<file path="src/rtl/clk_seq_pkg.sv">
// Shared types and helpers for the clock-enable sequencer.
// Latency: n/a (declarations only).
// Backpressure: n/a.
package clk_seq_pkg;

   // Sequencer FSM encoding, kept as plain constants for legacy tools.
   typedef logic [1:0] state_t;
   localparam state_t SETTLE = 2'd0;
   localparam state_t RUN    = 2'd1;
   localparam state_t DRAIN  = 2'd2;

   // Channel select encoding on cfg_sel.
   localparam logic CH_PIX = 1'b0;
   localparam logic CH_SYS = 1'b1;

   // Result of a divide-ratio clamp: the usable ratio and whether it was altered.
   typedef struct packed {
      logic        clamped;
      logic [31:0] div;
   } clamp_t;

   // Ratios of 0 and 1 cannot make a square clock, so they are raised to 2.
   function automatic clamp_t clamp_div(input logic [31:0] div_in);
      clamp_t r;
      r.clamped = (div_in < 32'd2);
      r.div     = r.clamped ? 32'd2 : div_in;
      return r;
   endfunction

endpackage

</file>
<file path="src/rtl/clk_div_chan.sv">
// One divided clock channel: wrap counter, ratio register, ce pulse and square level.
// Latency: ce/clk_lvl decode combinationally from the registered counter; a load takes effect on the wrap edge.
// Backpressure: none; a load request is only honoured on the ce cycle, otherwise ignored.
module clk_div_chan #(
   parameter int DIV_W   = 8,
   parameter int DIV_RST = 4
) (
   input  logic             clk,
   input  logic             rst_n,
   input  logic             load_vld,
   input  logic [DIV_W-1:0] load_div,
   output logic             ce,
   output logic             clk_lvl
);

   logic [DIV_W-1:0] cnt_q, cnt_d;
   logic [DIV_W-1:0] div_q, div_d;

   // Decode enable pulse and square level from registered state only.
   always_comb begin
      ce      = (cnt_q == (div_q - DIV_W'(1)));
      clk_lvl = (cnt_q >= (div_q >> 1));
   end

   // Count 0..div-1; a new ratio is swapped in exactly as the counter wraps.
   always_comb begin
      cnt_d = ce ? '0 : (cnt_q + DIV_W'(1));
      div_d = (load_vld && ce) ? load_div : div_q;
   end

   // Counter and ratio registers.
   always_ff @(posedge clk) begin
      if (!rst_n) begin
         cnt_q <= '0;
         div_q <= DIV_W'(DIV_RST);
      end else begin
         cnt_q <= cnt_d;
         div_q <= div_d;
      end
   end

endmodule

</file>
<file path="src/rtl/clk_en_sequencer.sv">
// Pixel/system clock-enable generator with run-time ratio changes behind a config handshake.
// Latency: accept -> load on the selected channel's next wrap -> SETTLE_CYCLES -> clks_valid.
// Backpressure: cfg_ready is high only in RUN; cfg_valid at other times is ignored and must be held.
module clk_en_sequencer
   import clk_seq_pkg::*;
#(
   parameter int DIV_W         = 8,
   parameter int PIX_DIV_RST   = 4,
   parameter int SYS_DIV_RST   = 2,
   parameter int SETTLE_CYCLES = 16
) (
   input  logic             CLKIN_100700kHz,
   input  logic             rst_n,
   input  logic             cfg_valid,
   input  logic             cfg_sel,
   input  logic [DIV_W-1:0] cfg_div,
   output logic             cfg_ready,
   output logic             cfg_clamped,
   output logic             pix_ce,
   output logic             pix_clk,
   output logic             sys_ce,
   output logic             sys_clk,
   output logic             clks_valid
);

   localparam int SC_W = (SETTLE_CYCLES > 1) ? $clog2(SETTLE_CYCLES) : 1;

   state_t           state_q, state_d;
   logic [SC_W-1:0]  settle_cnt_q, settle_cnt_d;
   logic             pend_sel_q, pend_sel_d;
   logic [DIV_W-1:0] pend_div_q, pend_div_d;
   logic             clamped_q, clamped_d;
   logic             pix_load, sys_load;
   logic             sel_ce;
   clamp_t           clamp_res;
   logic             unused_clamp_hi;

   clk_div_chan #(.DIV_W(DIV_W), .DIV_RST(PIX_DIV_RST)) u_pix (
      .clk      (CLKIN_100700kHz),
      .rst_n    (rst_n),
      .load_vld (pix_load),
      .load_div (pend_div_q),
      .ce       (pix_ce),
      .clk_lvl  (pix_clk)
   );

   clk_div_chan #(.DIV_W(DIV_W), .DIV_RST(SYS_DIV_RST)) u_sys (
      .clk      (CLKIN_100700kHz),
      .rst_n    (rst_n),
      .load_vld (sys_load),
      .load_div (pend_div_q),
      .ce       (sys_ce),
      .clk_lvl  (sys_clk)
   );

   // Clamp the incoming ratio; upper bits of the helper result are always zero.
   always_comb begin
      clamp_res       = clamp_div(32'(cfg_div));
      unused_clamp_hi = ^clamp_res.div[31:DIV_W];
      sel_ce          = (pend_sel_q == CH_SYS) ? sys_ce : pix_ce;
   end

   // Sequencer: settle timer, single-entry request capture, and load on the selected wrap.
   always_comb begin
      state_d      = state_q;
      settle_cnt_d = settle_cnt_q;
      pend_sel_d   = pend_sel_q;
      pend_div_d   = pend_div_q;
      clamped_d    = 1'b0;
      pix_load     = 1'b0;
      sys_load     = 1'b0;
      cfg_ready    = (state_q == RUN);
      clks_valid   = (state_q == RUN);
      case (state_q)
         SETTLE: begin
            if (settle_cnt_q == SC_W'(SETTLE_CYCLES - 1)) begin
               state_d      = RUN;
               settle_cnt_d = '0;
            end else begin
               settle_cnt_d = settle_cnt_q + SC_W'(1);
            end
         end
         RUN: begin
            if (cfg_valid) begin
               pend_sel_d = cfg_sel;
               pend_div_d = clamp_res.div[DIV_W-1:0];
               clamped_d  = clamp_res.clamped;
               state_d    = DRAIN;
            end
         end
         DRAIN: begin
            // Only ce cycles seen while already in DRAIN count, so the
            // acceptance edge itself can never trigger the load.
            if (sel_ce) begin
               pix_load     = (pend_sel_q == CH_PIX);
               sys_load     = (pend_sel_q == CH_SYS);
               state_d      = SETTLE;
               settle_cnt_d = '0;
            end
         end
         default: begin
            state_d      = SETTLE;
            settle_cnt_d = '0;
         end
      endcase
   end

   assign cfg_clamped = clamped_q;

   // Sequencer state registers; reset discards any pending request.
   always_ff @(posedge CLKIN_100700kHz) begin
      if (!rst_n) begin
         state_q      <= SETTLE;
         settle_cnt_q <= '0;
         pend_sel_q   <= CH_PIX;
         pend_div_q   <= '0;
         clamped_q    <= 1'b0;
      end else begin
         state_q      <= state_d;
         settle_cnt_q <= settle_cnt_d;
         pend_sel_q   <= pend_sel_d;
         pend_div_q   <= pend_div_d;
         clamped_q    <= clamped_d;
      end
   end

endmodule
</file>
<file path="config.mk">
export PLATFORM = sky130hd
export DESIGN_NAME = clk_en_sequencer
export DESIGN_NICKNAME = d
export VERILOG_FILES = /design/src/rtl/clk_seq_pkg.sv /design/src/rtl/clk_div_chan.sv /design/src/rtl/clk_en_sequencer.sv
export SDC_FILE = /design/constraint.sdc
export NUM_CORES = 1
export LEC_CHECK = 0
export ABC_AREA = 1
export BUFFER_PORTS_ARGS = -buffer_cell sky130_fd_sc_hd__buf_2
export CORE_UTILIZATION = 35
export CTS_CLUSTER_SIZE = 30
export DETAILED_ROUTE_END_ITERATION = 6
export GPL_ROUTABILITY_DRIVEN = 0
export HOLD_SLACK_MARGIN = 0.02
export SETUP_SLACK_MARGIN = 0.5
export SYNTH_ARGS = -nofsm -noshare
export SYNTH_HDL_FRONTEND = slang
export SYNTH_SLANG_ARGS = --single-unit
export TNS_END_PERCENT = 20
</file>
<file path="constraint.sdc">
create_clock -name CLKIN_100700kHz -period 2.25 [get_ports CLKIN_100700kHz]
set_input_delay 0.45 -clock CLKIN_100700kHz [delete_from_list [all_inputs] [get_ports CLKIN_100700kHz]]
set_output_delay 0.45 -clock CLKIN_100700kHz [all_outputs]
set_load 0.01 [all_outputs]
</file>
======== After elaboration in Yosys (flattened, before gate mapping) ========
Index checks and enable logic that the tools add are counted.
word-level totals
  bits in registers ....................... 48
  input bits .............................. 12
  output and inout port bits .............. 7
  word-level logic and storage cells ...... 50
operators by class
  $add $sub $neg .......................... 5
  $lt $le $gt $ge ......................... 3
  equal/unequal tests ..................... 8
  multiplexer cells ....................... 13
  bitwise logic cells ..................... 3
  reduce and logical (&&, ||, !) cells .... 9
operator list
  cell                 number
  $add 8x1->8 const B  2
  $eq 8x8->1           2
  $ge 8x7->1           2
  $sub 8x1->8 const B  2
  $pmux 4 s3           1
  $lt 8x2->1 const B   1
  $mux 4               2
  $mux 8               1
  $mux 2               3
  $ne 2x2->1 const B   3
  $pmux 2 s3           1
  $reduce_and 3->1     2
  $mux 1               5
  $add 4x1->4 const B  1
  $eq 4x4->1 const B   1
  $reduce_and 2->1     2
  $reduce_or 2->1      2
  $not 1->1            3
  $eq 2x1->1 const B   1
  $eq 2x2->1 const B   1
  $logic_and 1x1->1    2
  $logic_not 2->1      1

======== Depth between registers and ports, before layout ========
Gate-level depths: netlist of the first run.
  depth after elaboration ................. 6
  mapped depth ............................ 16
  mapped depth without buffers ............ 15

======== Hierarchy ========
From an unflattened synthesis of the first run, not the netlist that was laid out.
second synthesis, totals
  cell total of the unflattened synthesis .. 459
  area, all modules ....................... 3,140.5 µm²
modules (own cells, without submodules)
  module                 instances  cells an instance  area each (µm²)  seq. area each (µm²)
  clk_div_chan at u_pix  1          180                1,228.7          320.3
  clk_div_chan at u_sys  1          180                1,192.4          320.3
  clk_en_sequencer       1          99                 719.4            320.3

======== Worst setup path before layout of the first run ========
No wires, ideal clock.
  path type ............................... register to output
  start point ............................. reg u_pix.div_q[2]
  end point ............................... out pix_clk
  arrival time ............................ 1.485 ns
  required time ........................... 1.800 ns
  setup slack ............................. 0.315 ns
  cell stages (with the launch flop) ...... 10
  buffers on the path ..................... 0
  path through ............................ dfxtp_1 > inv_2 > ha_1 > a21boi_0 > o21ai_0 > a21boi_0 > o21ai_0 > a21boi_0 > o21ai_0 > nand2_1
on the way
  word-level cells in the longest chain between the ends .. 1
RTL lines
  element                 RTL line                RTL
  start, declared         clk_div_chan.sv:17      logic [DIV_W-1:0] div_q, div_d;
  start signal, assigned  clk_div_chan.sv:35      div_q <= DIV_W'(DIV_RST);
  start signal, assigned  clk_div_chan.sv:38      div_q <= div_d;
  $ge 8x7->1              clk_div_chan.sv:22      clk_lvl = (cnt_q >= (div_q >> 1));
  end, declared           clk_en_sequencer.sv:20  output logic pix_clk,
Every way passes these cells.

======== Final worst setup path of the first run ========
  start point ............................. reg u_sys.div_q[3]
  end point ............................... out sys_clk
on the way
  word-level cells in the longest chain between the ends .. 1
RTL lines
  element                 RTL line                RTL
  start, declared         clk_div_chan.sv:17
  start signal, assigned  clk_div_chan.sv:35
  start signal, assigned  clk_div_chan.sv:38
  $ge 8x7->1              clk_div_chan.sv:22
  end, declared           clk_en_sequencer.sv:22  output logic sys_clk,
Every way passes these cells.

==> results of run 1 <==
-- flip-flops by register name (all words and copies together) (netlist names), 2 cells and up --
name and count:
u_pix.cnt_q 8, pend_div_q 8, state_q 2, u_sys.div_q 8
u_sys.cnt_q 8, u_pix.div_q 8, settle_cnt_q 4
-- worst reg2reg max path, cell delays in order, from the launching register on --
cell	delay [ps]
dfxtp_4	380
inv_2	50
ha_4	260
inv_2	30
nand2_1	40
nand2_1	40
nor2_1	100
nand3_1	90
nor2_2	150
buf_4	140
buf_6	80
buf_6	80
nand4_4	80
nor2_4	170
buf_12	130
buf_16	120
o21ai_2	50
nor2_1	100
-- cells by family (layout without fill, tap and decap cells) --
group	Yosys count	after routing	share of synthesized area
AO/OA/AOI/OAI	65	65	0.126
AND/OR/NAND/NOR	181	181	0.285
adder cells (fa/ha/maj)	19	19	0.0849
XOR/XNOR	18	18	0.0590
flip-flops	48	48	0.343
buffers and inverters	71	116	0.103
-- repair_timing --
item,in CTS,in global routing
pin swaps,54,34
buffers inserted,19,4
endpoints found under the setup margin,37,51
gates cloned,1,0
resized for setup,79,31
-- synth_stat cells (all sizes together) --
| cell type | instances | share of area |
|---|---|---|
| inv | 63 | 0.084 |
| nor3 | 8 | 0.014 |
| buf | 4 | 0.013 |
| xor2 | 13 | 0.043 |
| nand2 | 86 | 0.12 |
| nor2 | 53 | 0.082 |
| or2 | 1 | 0.0022 |
| ha | 19 | 0.085 |
| a21boi | 6 | 0.016 |
| a21oi | 27 | 0.050 |
| xnor2 | 5 | 0.016 |
| o21ai | 32 | 0.060 |
| nor3b | 2 | 0.0054 |
| nand4 | 5 | 0.013 |
| dfxtp | 48 | 0.34 |
| clkbuf | 4 | 0.0058 |
| nand3 | 23 | 0.043 |
| nand3b | 2 | 0.0054 |
| nor4 | 1 | 0.0022 |
-- final timing paths --
kind,start,endpoint,cells after the start
setup / recovery,u_sys.div_q[3],sys_clk,9
hold / removal,cfg_div[0],pend_div_q[0],3
setup reg to reg,u_pix.div_q[1],u_pix.div_q[0],17
hold reg to reg,settle_cnt_q[1],settle_cnt_q[1],2
-- layer usage --
layer  track usage  vias up  part of all wire
li1              -     1365                 -
met1         0.209     1176              0.46
met2         0.297       48              0.50
met3        0.0327        8             0.028
met4        0.0450        0             0.013
met5             0        -                 0
-- power groups by stage --
stage | Combinational (mW) | Clock [mW] | Sequential [mW]
after global routing | 0.303 | 0.700 | 0.885
after detailed placement | 0.188 | 0 | 0.909
after CTS | 0.245 | 0.664 | 0.883
after global placement | 0.185 | 0 | 0.909
final | 0.269 | 0.652 | 0.882
after floorplan | 0.133 | 0 | 0.904
-- placed cells by master (no fill, tap or decap), types with 6 or more instances in the layout --
master	instances
dfxtp_4	8
nor2_2	7
ha_1	13
nand2_1	78
inv_2	12
dfxtp_1	35
o21ai_2	11
nand3_1	19
nor2_1	41
nand2_2	6
a21oi_1	18
o21ai_0	10
buf_6	10
nor3_1	6
buf_2	17
a21oi_2	9
o21ai_1	7
inv_1	46
xor2_1	12
ha_4	6
buf_4	15
-- area by class of cell --
| type | instances | area, sq um | area share |
|---|---|---|---|
| repair buffers | 45 | 378 | 0.101 |
| inverters | 63 | 259 | 0.0693 |
| clock inverters | 3 | 47.5 | 0.0127 |
| flip-flops and latches | 48 | 997 | 0.267 |
| well taps | 102 | 128 | 0.0341 |
| multi-input cells | 283 | 1860 | 0.498 |
| clock buffers | 5 | 68.8 | 0.0184 |
-- per-stage QoR --
step                      std cells  TNS, ps  cell area (sq um)  hold slack, ps
final                           549    -14.1               3740             392
after global routing            549     -430               3740             407
after CTS                       545    -17.5               3590             381
after detailed placement        517        0               3020             453
after global placement          517        0               3020             449
after floorplan                 402        0               2830             419
==> results_dict.tcl, run 1 <==
set metrics [dict create \
    synth_seq_cells 48 \
    clock-sinks 48 \
    critPathArrivalTime_ps 1810 \
    seqPwrFrac 0.489 \
    hp-class "primary input to flop" \
    syn_area_per_cell_sq_um 6.97 \
    dieHeight_microns 91.4 \
    io_pins 19 \
    drtAntennaViolNets 0 \
    netlist_instances 402 \
    clkPwrFrac 0.362 \
    layout-drive-gt1-share 0.327 \
    cts_root_buf "clkbuf_8" \
    die_area_sq_um 8360 \
    grt_max_degree 17 \
    grt_pass1_vias 2473 \
    grt-ovfl-total 0 \
    via_per_inst 4.73 \
    fin_util 0.484 \
    syn_to_final_growth_pct 33.5 \
    slowest_stage "dfxtp_4" \
    wire_per_inst_microns 12.5 \
    vias 2597 \
    maxCapViolations 0 \
    place.port_buffers 18 \
    period_minus_slack_ps 2260 \
    cts_max_level 2 \
    rsz0062_at_grt "true" \
    power_frac_comb 0.149 \
    setup_viol 1 \
    dr.first_iter.drc_count 99 \
    dp_hpwl_mm 4.55 \
    worstPathCellList "inv_1 > ha_1 > o21ai_1 > a21boi_1 > o21ai_1 > a21boi_1 > o21ai_1 > nand2_1 > buf_2" \
    p_sw_uw 475 \
    synth.yosys.warnings 0 \
    power_density_nw_per_um2 482 \
    relSlewSlack 0.528 \
    r2r_slack_ps 90 \
    start_util 0.362 \
    yosysUniqueCellTypes 32 \
    setup.worst_path.end_class "primary output" \
    firstDrtPassIters 6 \
    synth_nets 433 \
    clock_latency_ps 300 \
    tightestPinTransition_ps 706 \
    status "finished with violations" \
    placementRows 32 \
    worst_slack_ps -14.1 \
    power_leakage_nw 1.59 \
    cts_tree "done" \
    antenna_found_initial 0 \
    cp_top_family "compound AO/OA/AOI/OAI gates" \
    worst-path-buf-inv 2 \
    cp.required_ps 1800 \
    fillCellCount 734 \
    fp.dieW_microns 91.4 \
    slowest_delay_ps 390 \
    fin_skew_ps 7.24 \
    netlist_area_sq_um 2800 \
    critPathKind "flop to primary output" \
    dp_worst_setup_slack_ps 211 \
    grt_pass1_wl_mm 11.4 \
    p_sw_frac 0.263 \
    slew_violations 0 \
    worstPathMaxFanout 5 \
    path_clk_slew_ps 100 \
    placeableCoreArea_sq_um 7730 \
    hold_viol_final 0 \
    fin_crit_sh 1.01 \
    num_antenna_cells 0 \
    synth-seq-area-share 0.343 \
    cp_common_cell "o21ai_1" \
    nNetsFinal 477 \
    track_usage 0.169 \
    wirelength_mm 6.86 \
    cts_made_buffers 5 \
    p_total_mw 1.80 \
    drc_errors 0 \
    vdd_drop_max_mv 0.218 \
    p_int_mw 1.33 \
    hold_buffers 0 \
    cts_buffer_depth 2 \
    start_kind "flop" \
    max_freq_mhz 442 \
    failed_checks "negative setup slack" \
]
Note: power is estimated with default switching activity, not from simulation.
==> run 2, diff against run 1 <==
ABC_AREA = not set   (was 1)
CAP_MARGIN = 20   (was not set)
==> results_dict.tcl, run 2 <==
set metrics [dict create \
    drc_errors 1 \
    clock_latency_ps 300 \
    hp-class "primary input to flop" \
    power_density_nw_per_um2 481 \
    synthTopCellsByArea "dfxtp_1 (35%), ha_1 (8.6%), xor2_1 (7.0%)" \
    cp.required_ps 1800 \
    p_sw_frac 0.257 \
    failed_checks "design-rule violations, negative setup slack" \
    critPathArrivalTime_ps 2120 \
    placementRows 32 \
    clkPwrFrac 0.319 \
    yosysTopAreaCell "dfxtp_1" \
    slowest_delay_ps 370 \
    cts_root_buf "clkbuf_8" \
    dp_hpwl_mm 4.43 \
    cts_max_level 2 \
    yosysMostFrequentCell "dfxtp_1" \
    cp_top_family "compound AO/OA/AOI/OAI gates" \
    finalSetupTns_ps -2030 \
    rsz0062_at_grt "true" \
    mostFrequentLayoutCell "dfxtp_1" \
    start_kind "flop" \
    dp.cells 452 \
    layout-drive-gt1-share 0.298 \
    worstPathMaxFanout 2 \
    placeableCoreArea_sq_um 7690 \
    power_frac_comb 0.169 \
    grt_pass1_vias 2347 \
    grt_max_degree 38 \
    cts_buffer_depth 2 \
    synth.top_cells.by_count "dfxtp_1 (48), nand2_1 (29), nor2_1 (22), xor2_1 (22), inv_1 (21)" \
    cp_common_cell "a21o_1" \
    setup_viol 23 \
    synth_xor_xnor_area_share 0.105 \
    syn_area_per_cell_sq_um 8.92 \
    setup.worst_path.end_class "primary output" \
    hold_viol_final 0 \
    clock-sinks 48 \
    synth_top_area_share 0.348 \
    synth.yosys.warnings 0 \
    async_reset_ff_frac 0 \
    io_pins 19 \
    netlist_area_sq_um 2770 \
    syn_to_final_growth_pct 29.6 \
    synth_compound_area_frac 0.139 \
    r2r_slack_ps -100 \
    fillCellCount 744 \
    path_clk_slew_ps 100 \
    critPathKind "flop to primary output" \
    synthAdderAreaFrac 0.0860 \
    via_per_inst 4.99 \
    cts_tree "done" \
    grt-ovfl-total 0 \
    num_antenna_cells 0 \
    final_cells 468 \
    slowest_stage "dfxtp_4" \
    tightestPinTransition_ps 713 \
    yosys_most_used_dff "dfxtp_1" \
    worst_slack_ps -319 \
    p_sw_uw 444 \
    synth_edf_count 0 \
    relSlewSlack 0.524 \
    yosysUniqueCellTypes 45 \
    status "finished with violations" \
    nNetsFinal 396 \
    yosys.area_share.simple 0.214 \
    power_leakage_nw 1.61 \
    slew_violations 0 \
    synth-seq-area-share 0.348 \
    place.port_buffers 18 \
    fin_skew_ps 7.51 \
    antenna_found_initial 0 \
    synth_nets 341 \
    maxCapViolations 0 \
    synth_top_family_by_area "simple AND/OR/NAND/NOR gates" \
    firstDrtPassIters 6 \
    max_freq_mhz 389 \
    dr.first_iter.drc_count 93 \
    start_util 0.360 \
    p_int_mw 1.28 \
    fin_crit_sh 1.14 \
    netlist_instances 310 \
    final_cell_mix "dfxtp_1 (40), buf_4 (31), nand2_1 (28)" \
    worstPathCellList "ha_4 > nand2b_4 > a21o_1 > a21o_1 > a21o_1 > a21o_1 > a21o_1 > a211o_1 > buf_2" \
    fp.dieW_microns 90.9 \
    wire_per_inst_microns 13.3 \
    worst-path-buf-inv 1 \
    track_usage 0.163 \
    seqPwrFrac 0.513 \
    drtAntennaViolNets 0 \
    grt_pass1_wl_mm 11.0 \
    cts_made_buffers 5 \
    synthMuxAreaShare 0.0579 \
    hold_buffers 0 \
    synth_seq_cells 48 \
    wirelength_mm 6.21 \
    period_minus_slack_ps 2570 \
    vias 2334 \
    dieHeight_microns 90.9 \
    die_area_sq_um 8260 \
    vdd_drop_max_mv 0.252 \
]
-- run 2: changes by cell type in the layout (fill, tap and decap cells not counted), sizes merged, moves of 6 or more --
| cell | before | now |
|---|---|---|
| nor2b | 0 | 17 |
| buf | 45 | 57 |
| nor2 | 53 | 22 |
| nand3 | 23 | 17 |
| xor2 | 13 | 22 |
| mux2i | 0 | 16 |
| o21ai | 32 | 8 |
| nand2 | 86 | 29 |
| xnor2 | 5 | 11 |
| a21o | 0 | 10 |
| inv | 62 | 22 |
| and3 | 0 | 7 |
| a21oi | 27 | 2 |
-- run 2: final timing paths --
kind / from / endpoint / cells after the start
setup / recovery: u_pix.div_q[1] / pix_clk / 9
hold / removal: cfg_valid / state_q[0] / 2
setup reg to reg: u_sys.div_q[2] / u_sys.div_q[1] / 9
hold reg to reg: settle_cnt_q[3] / settle_cnt_q[3] / 1
-- run 2: cell families after synthesis --
logic type | Yosys count
simple gates | 115
mux | 16
buf+inv | 30
fa+ha+maj | 19
compound gates | 49
xor+xnor | 33
flops | 48
-- run 2: cell type report --
class,count,area [sq um],share of cell area
inverters,21,86.3,0.0241
multi-input cells,232,1860,0.520
well taps,102,128,0.0356
repair buffers,57,428,0.119
flip-flops and latches,48,981,0.274
clock inverters,2,13.8,0.00384
clock buffers,6,82.6,0.0230
-- run 2: power groups by stage --
stage	Clock [mW]	Sequential (mW)	Combinational, mW
after floorplan	0	0.912	0.158
after global placement	0	0.904	0.247
after detailed placement	0	0.904	0.248
after CTS	0.574	0.882	0.285
after global routing	0.605	0.887	0.319
final	0.549	0.883	0.291
-- run 2: timing repair --
| action | CTS | global route |
|---|---|---|
| gates resized for setup | 32 | 19 |
| buffers inserted | 6 | 2 |
| setup endpoints to repair | 41 | 41 |
| pin swaps | 11 | 9 |
-- run 2: stage by stage --
stage          utilization  power, mW  area [sq um]  hold WS, ps  worst slack (ps)
3_3_place_gp         0.415       1.15          3190          474             -73.4
5_1_grt              0.466       1.81          3580          375              -439
6_report             0.466       1.72          3580          368              -319
4_1_cts              0.452       1.74          3480          357              -333
2_1_floorplan            -       1.07          2790          441             -9.66
3_5_place_dp         0.415       1.15          3190          465              -128
-- run 2: metal layers --
metal  vias up  wire length (microns)  GRT usage
met5         -                      0          0
met4         0                    134     0.0688
met3        10                    125     0.0210
met2        34                   2980      0.279
met1      1106                   2970      0.206
li1       1184                      -          -
